File: config.mk
export PLATFORM = sky130hd
export DESIGN_NAME = ghost_sprite_indexer
export DESIGN_NICKNAME = d
export VERILOG_FILES = /design/src/rtl/ghost_pkg.sv /design/src/rtl/ghost_rom.sv /design/src/rtl/ghost_sprite_indexer.sv
export SDC_FILE = /design/constraint.sdc
export NUM_CORES = 1
export LEC_CHECK = 0
export CAP_MARGIN = 20
export CORE_AREA = 2 2 73 75
export DETAILED_ROUTE_END_ITERATION = 10
export DIE_AREA = 0 0 75 77
export PLACE_DENSITY = 0.8
export SETUP_SLACK_MARGIN = 0.4
export SYNTH_ARGS = -nofsm -noshare
export SYNTH_HDL_FRONTEND = slang
export SYNTH_SLANG_ARGS = --single-unit
File: constraint.sdc
create_clock -name Clk -period 2.9 [get_ports Clk]
set_input_delay 0.29 -clock Clk [delete_from_list [all_inputs] [get_ports Clk]]
set_output_delay 0.29 -clock Clk [all_outputs]
set_load 0.02 [all_outputs]
File: src/rtl/ghost_pkg.sv
// ghost_pkg
// Shared definitions for the ghost sprite indexer slice: the ghost mode
// encoding (also driven out on the mode port), the palette-select codes
// and the sprite edge length in pixels.
package ghost_pkg;

   typedef enum logic [1:0] {
      NORMAL = 2'd0,
      SCARED = 2'd1,
      FLASH  = 2'd2,
      EYES   = 2'd3
   } ghost_mode_t;

   localparam logic [1:0] PAL_NORMAL = 2'b00;
   localparam logic [1:0] PAL_SCARED = 2'b01;
   localparam logic [1:0] PAL_FLASH  = 2'b10;

   localparam int SPRITE_SIZE = 16;

endpackage

File: src/rtl/ghost_rom.sv
// ghost_rom
// 16x16 ghost sprite table of 4-bit palette indices with a registered
// (one-cycle) read.
//   i_clk  : system clock
//   i_addr : {row[3:0], column[3:0]}
//   o_data : palette index, valid one cycle after i_addr
// Index meaning: 0 transparent, 1 body, 2 eye white, 3 pupil.
module ghost_rom (
   input  logic       i_clk,
   input  logic [7:0] i_addr,
   output logic [3:0] o_data
);

   logic [63:0] w_row;

   // Each row is written as 16 hex nibbles, leftmost nibble = column 0,
   // so the table reads like the sprite itself.
   always_comb begin
      w_row = 64'h1111_1111_1111_1111;
      case (i_addr[7:4])
         4'd0:    w_row = 64'h0000_0111_1110_0000;
         4'd1:    w_row = 64'h0001_1111_1111_1000;
         4'd2:    w_row = 64'h0011_1111_1111_1100;
         4'd3:    w_row = 64'h0122_2111_1222_2110;
         4'd4:    w_row = 64'h1223_3111_1223_3111;
         4'd5:    w_row = 64'h1222_2111_1222_2111;
         4'd14:   w_row = 64'h1101_1101_1011_1011;
         4'd15:   w_row = 64'h1000_1000_0001_0001;
         default: w_row = 64'h1111_1111_1111_1111;
      endcase
   end

   // Column c sits at bit offset (15-c)*4, which is just ~c shifted by two.
   always_ff @(posedge i_clk) begin
      o_data <= w_row[{~i_addr[3:0], 2'b00} +: 4];
   end

endmodule

File: src/rtl/ghost_sprite_indexer.sv
// ghost_sprite_indexer
// Tracks one ghost's behaviour mode and turns the current scan position
// into a palette index for the ghost sprite.
//   Clk, Reset        : system clock, asynchronous active-high reset
//   frame_tick        : one-cycle pulse per video frame
//   DrawX, DrawY      : current pixel coordinates
//   ghost_x, ghost_y  : sprite top-left corner
//   power_pellet      : pulse, scares the ghost (ignored while in EYES)
//   ghost_eaten       : pulse, sends a scared/flashing ghost home as EYES
//   pal_index         : palette index, 0 whenever opaque is 0
//   pal_sel           : 00 normal, 01 scared, 10 flash-white
//   opaque            : current pixel belongs to the ghost
//   mode              : current mode (NORMAL/SCARED/FLASH/EYES)
// Pixel outputs lag DrawX/DrawY by two clocks; mode is undelayed.
// Build option GHOST_FLASH_EN: when defined, SCARED is followed by a
// blinking FLASH period; otherwise SCARED lasts SCARED_FRAMES+FLASH_FRAMES
// frames and returns straight to NORMAL.
module ghost_sprite_indexer
   import ghost_pkg::*;
#(
   parameter int SCARED_FRAMES = 360,
   parameter int FLASH_FRAMES  = 120,
   parameter int FLASH_PERIOD  = 15,
   parameter int EYES_FRAMES   = 90
) (
   input  logic       Clk,
   input  logic       Reset,
   input  logic       frame_tick,
   input  logic [9:0] DrawX,
   input  logic [9:0] DrawY,
   input  logic [9:0] ghost_x,
   input  logic [9:0] ghost_y,
   input  logic       power_pellet,
   input  logic       ghost_eaten,
   output logic [3:0] pal_index,
   output logic [1:0] pal_sel,
   output logic       opaque,
   output logic [1:0] mode
);

   // The frame counter is 10 bits wide, so every duration must fit in it.
   if (SCARED_FRAMES < 1 || FLASH_FRAMES < 1 || FLASH_PERIOD < 1 || EYES_FRAMES < 1 ||
       SCARED_FRAMES + FLASH_FRAMES > 1024 || EYES_FRAMES > 1024 || FLASH_PERIOD > 1024) begin : g_badParams
      $error("ghost_sprite_indexer: frame parameters out of range");
   end

`ifdef GHOST_FLASH_EN
   localparam logic [9:0]  SCARED_LAST = 10'(SCARED_FRAMES - 1);
   localparam ghost_mode_t SCARED_EXIT = FLASH;
   localparam logic [9:0]  PERIOD_LAST = 10'(FLASH_PERIOD - 1);
`else
   localparam logic [9:0]  SCARED_LAST = 10'(SCARED_FRAMES + FLASH_FRAMES - 1);
   localparam ghost_mode_t SCARED_EXIT = NORMAL;
`endif
   localparam logic [9:0]  FLASH_LAST  = 10'(FLASH_FRAMES - 1);
   localparam logic [9:0]  EYES_LAST   = 10'(EYES_FRAMES - 1);

   ghost_mode_t r_state, w_stateNext;
   logic [9:0]  r_frameCnt, w_frameCntNext;
   logic        w_enter;
   logic [1:0]  w_palSel;

`ifdef GHOST_FLASH_EN
   logic        r_phase, w_phaseNext;
   logic [9:0]  r_flashCnt, w_flashCntNext;
`endif

   // Mode, frame counter and (when enabled) flash phase registers.
   always_ff @(posedge Clk or posedge Reset) begin
      if (Reset) begin
         r_state    <= NORMAL;
         r_frameCnt <= '0;
`ifdef GHOST_FLASH_EN
         r_phase    <= 1'b0;
         r_flashCnt <= '0;
`endif
      end else begin
         r_state    <= w_stateNext;
         r_frameCnt <= w_frameCntNext;
`ifdef GHOST_FLASH_EN
         r_phase    <= w_phaseNext;
         r_flashCnt <= w_flashCntNext;
`endif
      end
   end

   // Next-mode logic. ghost_eaten is tested before power_pellet so it wins
   // when both arrive together. A pellet while already SCARED counts as a
   // fresh entry so the counter restarts. Any entry clears the counter.
   always_comb begin
      w_stateNext = r_state;
      w_enter     = 1'b0;
      unique case (r_state)
         NORMAL: begin
            if (power_pellet) begin
               w_stateNext = SCARED;
               w_enter     = 1'b1;
            end
         end
         SCARED: begin
            if (ghost_eaten) begin
               w_stateNext = EYES;
               w_enter     = 1'b1;
            end else if (power_pellet) begin
               w_stateNext = SCARED;
               w_enter     = 1'b1;
            end else if (frame_tick && r_frameCnt == SCARED_LAST) begin
               w_stateNext = SCARED_EXIT;
               w_enter     = 1'b1;
            end
         end
         FLASH: begin
            if (ghost_eaten) begin
               w_stateNext = EYES;
               w_enter     = 1'b1;
            end else if (power_pellet) begin
               w_stateNext = SCARED;
               w_enter     = 1'b1;
            end else if (frame_tick && r_frameCnt == FLASH_LAST) begin
               w_stateNext = NORMAL;
               w_enter     = 1'b1;
            end
         end
         EYES: begin
            if (frame_tick && r_frameCnt == EYES_LAST) begin
               w_stateNext = NORMAL;
               w_enter     = 1'b1;
            end
         end
         default: begin
            w_stateNext = NORMAL;
            w_enter     = 1'b1;
         end
      endcase

      w_frameCntNext = r_frameCnt;
      if (w_enter) begin
         w_frameCntNext = '0;
      end else if (frame_tick) begin
         w_frameCntNext = r_frameCnt + 10'd1;
      end
   end

`ifdef GHOST_FLASH_EN
   // Blink phase: restarts dark (scared colours) on FLASH entry and flips
   // after every FLASH_PERIOD frames spent in FLASH.
   always_comb begin
      w_phaseNext    = r_phase;
      w_flashCntNext = r_flashCnt;
      if (w_enter && w_stateNext == FLASH) begin
         w_phaseNext    = 1'b0;
         w_flashCntNext = '0;
      end else if (r_state == FLASH && frame_tick) begin
         if (r_flashCnt == PERIOD_LAST) begin
            w_flashCntNext = '0;
            w_phaseNext    = ~r_phase;
         end else begin
            w_flashCntNext = r_flashCnt + 10'd1;
         end
      end
   end
`endif

   // Palette select for the current mode, before pipeline alignment.
   always_comb begin
      w_palSel = PAL_NORMAL;
      case (r_state)
         SCARED: w_palSel = PAL_SCARED;
`ifdef GHOST_FLASH_EN
         FLASH:  w_palSel = r_phase ? PAL_FLASH : PAL_SCARED;
`else
         FLASH:  w_palSel = PAL_SCARED;
`endif
         default: w_palSel = PAL_NORMAL;
      endcase
   end

   // Hit test. Offsets are unsigned 10-bit differences, so a pixel left of
   // or above the sprite wraps to a large value and misses.
   logic [9:0] w_dx, w_dy;
   logic       w_hit;
   assign w_dx  = DrawX - ghost_x;
   assign w_dy  = DrawY - ghost_y;
   assign w_hit = (w_dx < 10'(SPRITE_SIZE)) && (w_dy < 10'(SPRITE_SIZE));

   logic       r_hit1, r_hit2;
   logic [7:0] r_addr;
   logic [1:0] r_palSel1, r_palSel2;
   logic       r_eyes1, r_eyes2;
   logic [3:0] w_romData;

   // Two-stage pixel pipeline. Stage 1 holds the hit flag and ROM address;
   // stage 2 lines up with the ROM's registered data. The mode-derived
   // palette select and EYES flag travel alongside to stay aligned.
   always_ff @(posedge Clk or posedge Reset) begin
      if (Reset) begin
         r_hit1    <= 1'b0;
         r_hit2    <= 1'b0;
         r_addr    <= '0;
         r_palSel1 <= PAL_NORMAL;
         r_palSel2 <= PAL_NORMAL;
         r_eyes1   <= 1'b0;
         r_eyes2   <= 1'b0;
      end else begin
         r_hit1    <= w_hit;
         r_addr    <= {w_dy[3:0], w_dx[3:0]};
         r_hit2    <= r_hit1;
         r_palSel1 <= w_palSel;
         r_palSel2 <= r_palSel1;
         r_eyes1   <= (r_state == EYES);
         r_eyes2   <= r_eyes1;
      end
   end

   ghost_rom u_rom (
      .i_clk  (Clk),
      .i_addr (r_addr),
      .o_data (w_romData)
   );

   // In EYES only the eye whites and pupils are drawn; the body vanishes.
   logic w_idxOk;
   assign w_idxOk   = (w_romData != 4'd0) &&
                      (!r_eyes2 || w_romData == 4'd2 || w_romData == 4'd3);
   assign opaque    = r_hit2 && w_idxOk;
   assign pal_index = opaque ? w_romData : 4'd0;
   assign pal_sel   = r_palSel2;
   assign mode      = r_state;

endmodule

==> results by group <==
Status
  • Outcome: completed

Power
  • Sequential share of power: 0.358
  • Sw Share: 0.362
  • Logic pwr share: 0.445
  • Peak supply drop: 0.275 mV
  • PD cells: 485 nW/um^2
  • Pwr Total: 1.55 mW
  • Static Leak: 1.44 nW
  • Clock share of power: 0.197
  • P_int: 991 uW
  • NetSw: 562 uW

Setup path
  • Most used cell, CP: or4b_4
  • Crit path required time: 3.08 ns
  • Critical Path AT: 2.59 ns
  • Setup crit end kind: register
  • CP max FO: 4
  • Crit-path cells: or4b_4 > or4b_4 > a22oi_2 > nor3_1 > a221oi_2 > mux2_1
  • Critical R2R Capture: mode[0]$_DFFE_PP0P_
  • Slowest cell on the critical path: or4b_4
  • Buffers & Inverters on Critical Path: 0
  • Worst Setup Path Type: reg -> reg
  • Worst path top cell family by delay: simple AND/OR/NAND/NOR gates
  • Crit path launch type: register
  • R2r setup slk: 0.49 ns
  • Reg2reg path depth: 6
  • RR Startpoint: r_frameCnt[8]$_DFFE_PP0P_
  • Critical Path Max Stage Delay: 0.57 ns

Timing
  • Final period utilization: 0.831
  • Worst slew pin tran: 0.932 ns
  • Hold_ws: 0.354 ns
  • Final setup fails: 0
  • Setup TNS: 0 ns
  • Min cycle time layout: 2.41 ns
  • Slew headroom: 0.378
  • Slew Limit Fails: 0
  • RSZ-0062 raised after global routing: false
  • Post-Route Skew: 0.0117 ns
  • Fmax: 415 MHz
  • Hold Violations, Final: 0

Floorplanning
  • Io pins: 54
  • Die X-Extent: 75 um
  • Initial cell density of the core: 0.512
  • DIE AREA: 5780 um^2
  • Site row count: 26
  • Die Y: 77 um
  • Core ar.: 4980 um^2

Synth
  • Post-synth ARST share: 0.929
  • Syn_area_per_cell: 8.38 um^2
  • Yosys warns: 0
  • Yosys top cell area share: 0.256
  • Number of synthesized flops with an enable pin: 0
  • Cells after synthesis: 304
  • Synth area leader: dfrtp_1
  • Most used DFF post-synth: dfrtp_1
  • Main area contributors after synthesis: dfrtp_1, ha_1, inv_1
  • Cell variety after synth: 56
  • Post-Syn Area: 2550 um^2
  • Synth Register Bits: 28
  • Sequential area share after synthesis: 0.271

Final layout
  • Final #Nets: 429
  • N_diodes: 0
  • Share of layout cells above drive strength 1: 0.0483
  • Finished Cell Area: 3200 um^2
  • P&R area growth vs syn: 25.8%
  • Fillers: 431
  • Finished Layout Cells: 422

Placed design
  • DP Wirelength: 4240 um
  • GPL Wtd Cong: 0.899
  • IO buf count: 50
  • Placed cells: 415
  • Dpl cell area: 3090 um^2

Drt
  • DR DRC count: 0
  • DRT Pass-1 Iters: 4
  • Post-DR wirelength/cell: 12.6 um
  • DR vias: 2318
  • WL final: 5320 um
  • DRT iter0 DRCs: 101
  • Vias per cell: 5.49
  • Routed Antenna Nets: 0

Run
  • Max Cap Viol: 0

Hold path
  • Hold Path End: r_hit2$_DFF_PP0_
  • Min-delay src: r_hit1$_DFF_PP0_
  • Hold path depth: 0
  • HP Class: reg -> reg

Clock tree
  • H-tree levels: 1
  • CTS buffer count: 3
  • CTS Sinks: 28
  • Clock latency on the worst-skew pair: 0.28 ns
  • CTS root buffer: clkbuf_8
  • Clock Tree Buf Depth: 2
  • Reg clk slew, reported paths: 0.10 ns
  • CTS tree: yes

Global routing
  • Total grt overflow: 0
  • Vias in the first global route: 2184
  • GRT Total Usage: 0.193
  • Antenna violations before repair: 0
  • First-pass GRT wire length: 9080 um
  • Largest net degree at the start of global routing: 27
metal layers:
| layer | part of all wire | track usage |
|---|---|---|
| met5 | 0 | 0 |
| met4 | 0.026 | 0.0821 |
| met3 | 0.036 | 0.0131 |
| met2 | 0.51 | 0.336 |
| met1 | 0.43 | 0.238 |
metrics by stage:
stage | setup slack [ns] | utilization
after floorplan | 0.560 | -
after global placement | 0.269 | 0.621
after detailed placement | 0.201 | 0.621
after CTS | 0.418 | 0.636
after global routing | 0.400 | 0.644
final | 0.491 | 0.644
cell families (layout without fill, tap and decap cells):
group	Yosys count	in the layout	share of synthesized area
xor+xnor	24	24	0.0826
buf+inv	47	93	0.0737
flops	28	28	0.271
fa+ha+maj	31	31	0.158
compound gates	69	69	0.184
mux	6	6	0.0241
other cells	1	3	0.00147
simple gates	98	98	0.205
power groups by stage:
| stage | combinational, mW | sequential [mW] | clock [mW] |
|---|---|---|---|
| 2_1_floorplan | 0.474 | 0.547 | 0 |
| 3_3_place_gp | 0.652 | 0.561 | 0 |
| 3_5_place_dp | 0.669 | 0.565 | 0 |
| 4_1_cts | 0.675 | 0.557 | 0.310 |
| 5_1_grt | 0.769 | 0.570 | 0.323 |
| 6_report | 0.692 | 0.556 | 0.306 |
area by class of cell:
class / count / area (um^2) / area share
Clock buffer: 3 / 41.3 / 0.0129
Clock inverter: 1 / 30.0 / 0.00937
Inverter: 35 / 131 / 0.0410
Multi-Input combinational cell: 231 / 1690 / 0.528
Sequential cell: 28 / 692 / 0.216
Tap cell: 70 / 87.6 / 0.0273
Timing Repair Buffer: 54 / 531 / 0.166
cell usage after synthesis (all sizes together) (7+ instances only):
master	n
inv	35
xor2	15
clkbuf	8
nor2	30
nand3	9
a21oi	18
dfrtp	26
ha	29
o21ai	13
xnor2	9
nand2	13
nor3	7
nand2b	8
worst max path at each step:
stage	start	to	slack (ns)	depth (start not counted)
floorplan	r_frameCnt[7]$_DFFE_PP0P_	mode[0]$_DFFE_PP0P_	0.56	6
global placement	ghost_x[0]	r_hit1$_DFF_PP0_	0.27	10
detailed placement	DrawX[0]	r_hit1$_DFF_PP0_	0.20	11
CTS	r_frameCnt[7]$_DFFE_PP0P_	mode[0]$_DFFE_PP0P_	0.42	6
global route	r_frameCnt[8]$_DFFE_PP0P_	r_frameCnt[7]$_DFFE_PP0P_	0.40	6
finish	r_frameCnt[8]$_DFFE_PP0P_	mode[0]$_DFFE_PP0P_	0.49	6
placed cells by master (no fill, tap or decap), types with 2 or more instances in the layout:
| cell | count |
|---|---|
| and3_1 | 5 |
| nand4_1 | 4 |
| ha_1 | 29 |
| dfrtp_1 | 25 |
| nor3_1 | 7 |
| inv_1 | 35 |
| and2_1 | 3 |
| buf_4 | 4 |
| o2111a_1 | 2 |
| or4b_4 | 2 |
| nand2b_1 | 8 |
| nand3_1 | 9 |
| o21ai_0 | 13 |
| o211ai_1 | 5 |
| nor4b_1 | 2 |
| and4b_1 | 2 |
| nor2b_1 | 4 |
| nor3b_1 | 2 |
| nor4_1 | 3 |
| a21oi_1 | 17 |
| xor2_1 | 15 |
| a211oi_1 | 4 |
| o21a_1 | 3 |
| xnor2_1 | 9 |
| conb_1 | 3 |
| o22ai_1 | 3 |
| dfxtp_1 | 2 |
| clkdlybuf4s50_1 | 50 |
| clkbuf_8 | 3 |
| mux2i_1 | 5 |
| a21o_1 | 5 |
| nor2_1 | 30 |
| nand2_1 | 13 |
what timing repair did:
| item | in CTS | in global routing |
|---|---|---|
| hold buffers | 0 | 0 |
| setup buffers | 0 | 3 |
| resized for setup | 0 | 5 |
| setup endpoints to repair | 0 | 2 |
flip-flops by register name (all words and copies together), names as in the netlist:
name,cells
r_frameCnt,10
r_addr,8
mode,2
u_rom.o_data,2
pal_sel,1
r_eyes1,1
r_eyes2,1
r_hit1,1
r_hit2,1
r_palSel1,1
(Power assumes the default switching activity.)
==> edit, RTL diff (config.mk and constraints unchanged) <==
Add a define of `GHOST_FLASH_EN`.
--- a/src/rtl/ghost_sprite_indexer.sv
+++ b/src/rtl/ghost_sprite_indexer.sv
@@ -15,6 +15,8 @@
 // Build option GHOST_FLASH_EN: when defined, SCARED is followed by a
 // blinking FLASH period; otherwise SCARED lasts SCARED_FRAMES+FLASH_FRAMES
 // frames and returns straight to NORMAL.
+`define GHOST_FLASH_EN
+
 module ghost_sprite_indexer
    import ghost_pkg::*;
 #(
Function: same outputs for any inputs over 10 cycles, from zero or initial values and one cycle with Reset high; that may be too few to reach the edited logic, so the function may still have changed.
==> edit against the original RTL <==
  * Wire length grew 21%
  * Setup slack lost 28 ps
  * Area after synthesis grew 22%
  * Final cell count grew 15%
  * Sequential cell count grew 13
  * Global-route usage grew 4.4 points
  * Synthesized cell count grew 18%
  * Combinational power grew 7.5%
  * Total power grew 21%
  * Design area grew 19%
  * Largest power group is now sequential cells
  * Highest routed layer unchanged
==> edit: results (changes against the original RTL) <==
Finish
  – Clock buf count: 5 (+2)
  – Seq/total area: 0.265 (+0.0495)
  – Area of the multi-input gates: 1930 um2 (+14%)
  – FILL cells: 381 (-12%)
  – Inverter count: 37 (+5.7%)
  – NumNets Final: 490 (+14%)
  – Share of cells above drive strength 1: 0.0773 (+0.0290)
  – Multi-In Gates: 271 (+17%)
  – Clock network area share: 0.0226 (+0.000299)
  – Biggest regs: r_flashCnt x10, r_frameCnt x10, r_addr x8
  – N_diodes: 0 (unchanged)
  – NonClk Buf Share: 0.148 (-0.0178)

Global route
  – First-pass GRT wire length: 11.1 mm (+22%)
  – Largest net degree at the start of global routing: 40 (+48%)
  – Initial antenna violation count: 0 (unchanged)
  – Total GRT Usage: 0.237 (+0.0442)
  – Vias in the first global route: 2587 (+18%)

Critical path
  – Crit-path slowest cell: clkdlybuf4s50_1
  – Critical Path AT: 2630 ps (+40 ps)
  – CP delay by family, top: compound AO/OA/AOI/OAI gates
  – CP peak stage delay: 460 ps (-110 ps)

Placement
  – Cells after DPL: 474 (+14%)
  – Place WS: 4.82 ps (-196 ps)
  – Placed wire-length estimate: 4.89 mm (+15%)
  – Routability cong.: 0.937 (+4.2%)
  – Buffers on Ports: 51 (+2.0%)

Hold path
  – Min-Delay Path Class: in2reg

Power
  – Sequential power: 0.000771 W (+39%)
  – Leakage: 1.79 nW (+24%)
  – Sw Ratio: 0.371 (+0.00874)
  – Logic pwr share: 0.397 (-0.048)
  – VDD IR-drop max: 263 uV (-4.2%)
  – Reg power frac: 0.411 (+0.053)

Logic synthesis
  – Ys async rst share: 0.951 (+0.0226)
  – Commonest cells in the synthesized netlist: nor2_1, dfrtp_1, inv_1, ha_1, a21oi_1
  – Largest cells by area after synthesis: dfrtp_1, ha_1, nor2_1, inv_1, xor2_1
  – Mapped Cells: 360 (+18%)
  – Seq/Total Area, Yosys: 0.326 (+0.0550)
  – Netlist cell types: 57 (+1.8%)

Drt
  – 1st-iter DRT viols: 171 (+69%)
  – Routed vias: 2763 (+19%)
  – Wire length per cell: 13.3 um (+5.5%)
  – Pre-antenna DRT Iters: 5 (+1)
  – Final wirelength: 6.43 mm (+21%)

Run status
  – Status: finished, final reports clean

CTS
  – Clock Sinks: 41 (+46%)
  – Max H-tree Level: 2 (+1)
  – Clock slew at reported path FFs: 80 ps (-20 ps)

Timing
  – Setup Skew: 9.04 ps (-2.67 ps)
[edit: changes by cell type after synthesis, moves of 3 or more]
cell,delta
nor2_1,+15
o211ai_1,-3
nor3_1,+6
nand2b_1,-5
nand4_1,+7
nand2_1,+4
dfrtp_1,+13
nor2b_1,+6
[edit: stage by stage]
step	area [um2]	util	hold WS (ps)
3_3_place_gp	3670	0.738	331
2_1_floorplan	3120	-	331
5_1_grt	3830	0.769	355
3_5_place_dp	3670	0.738	336
4_1_cts	3780	0.759	353
6_report	3830	0.769	333
[edit: layer usage]
metal / track usage / part of all wire / vias to the layer above / routed length, um
met1: 0.337 / 0.46 / 1286 / 2960
met4: 0.0429 / 0.0075 / 0 / 48
met2: 0.384 / 0.48 / 105 / 3100
li1: - / - / 1368 / -
met5: 0 / 0 / - / 0
met3: 0.0342 / 0.049 / 4 / 317
[edit: cells by family (layout without fill, tap and decap cells)]
family          Yosys count  count (layout)  synth area share
xor+xnor                 24              24            0.0675
fa+ha+maj                32              32             0.133
buf+inv                  49             102            0.0675
flops                    41              41             0.326
mux                       4               4            0.0133
other cells               1               2           0.00120
compound gates           75              75             0.164
simple gates            134             134             0.227
[edit: timing repair]
item                                    4_1_cts  5_1_grt
endpoints found under the setup margin        1        1
buffers inserted                              0        2
pin swaps                                     2        9
gates resized for setup                       5       13
[edit: final timing paths]
path	startpoint	endpoint	slack [ps]	cells past startpoint
worst max register to register	r_frameCnt[0]	r_flashCnt[2]	630	8
worst min-delay path	ghost_y[0]	r_addr[4]	330	3
max in group asynchronous	Reset	r_flashCnt[7]	2150	3
worst min register to register	r_eyes1	r_eyes2	350	0
min in group asynchronous	Reset	r_frameCnt[5]	400	3
worst max-delay path	ghost_y[2]	r_hit1	460	9
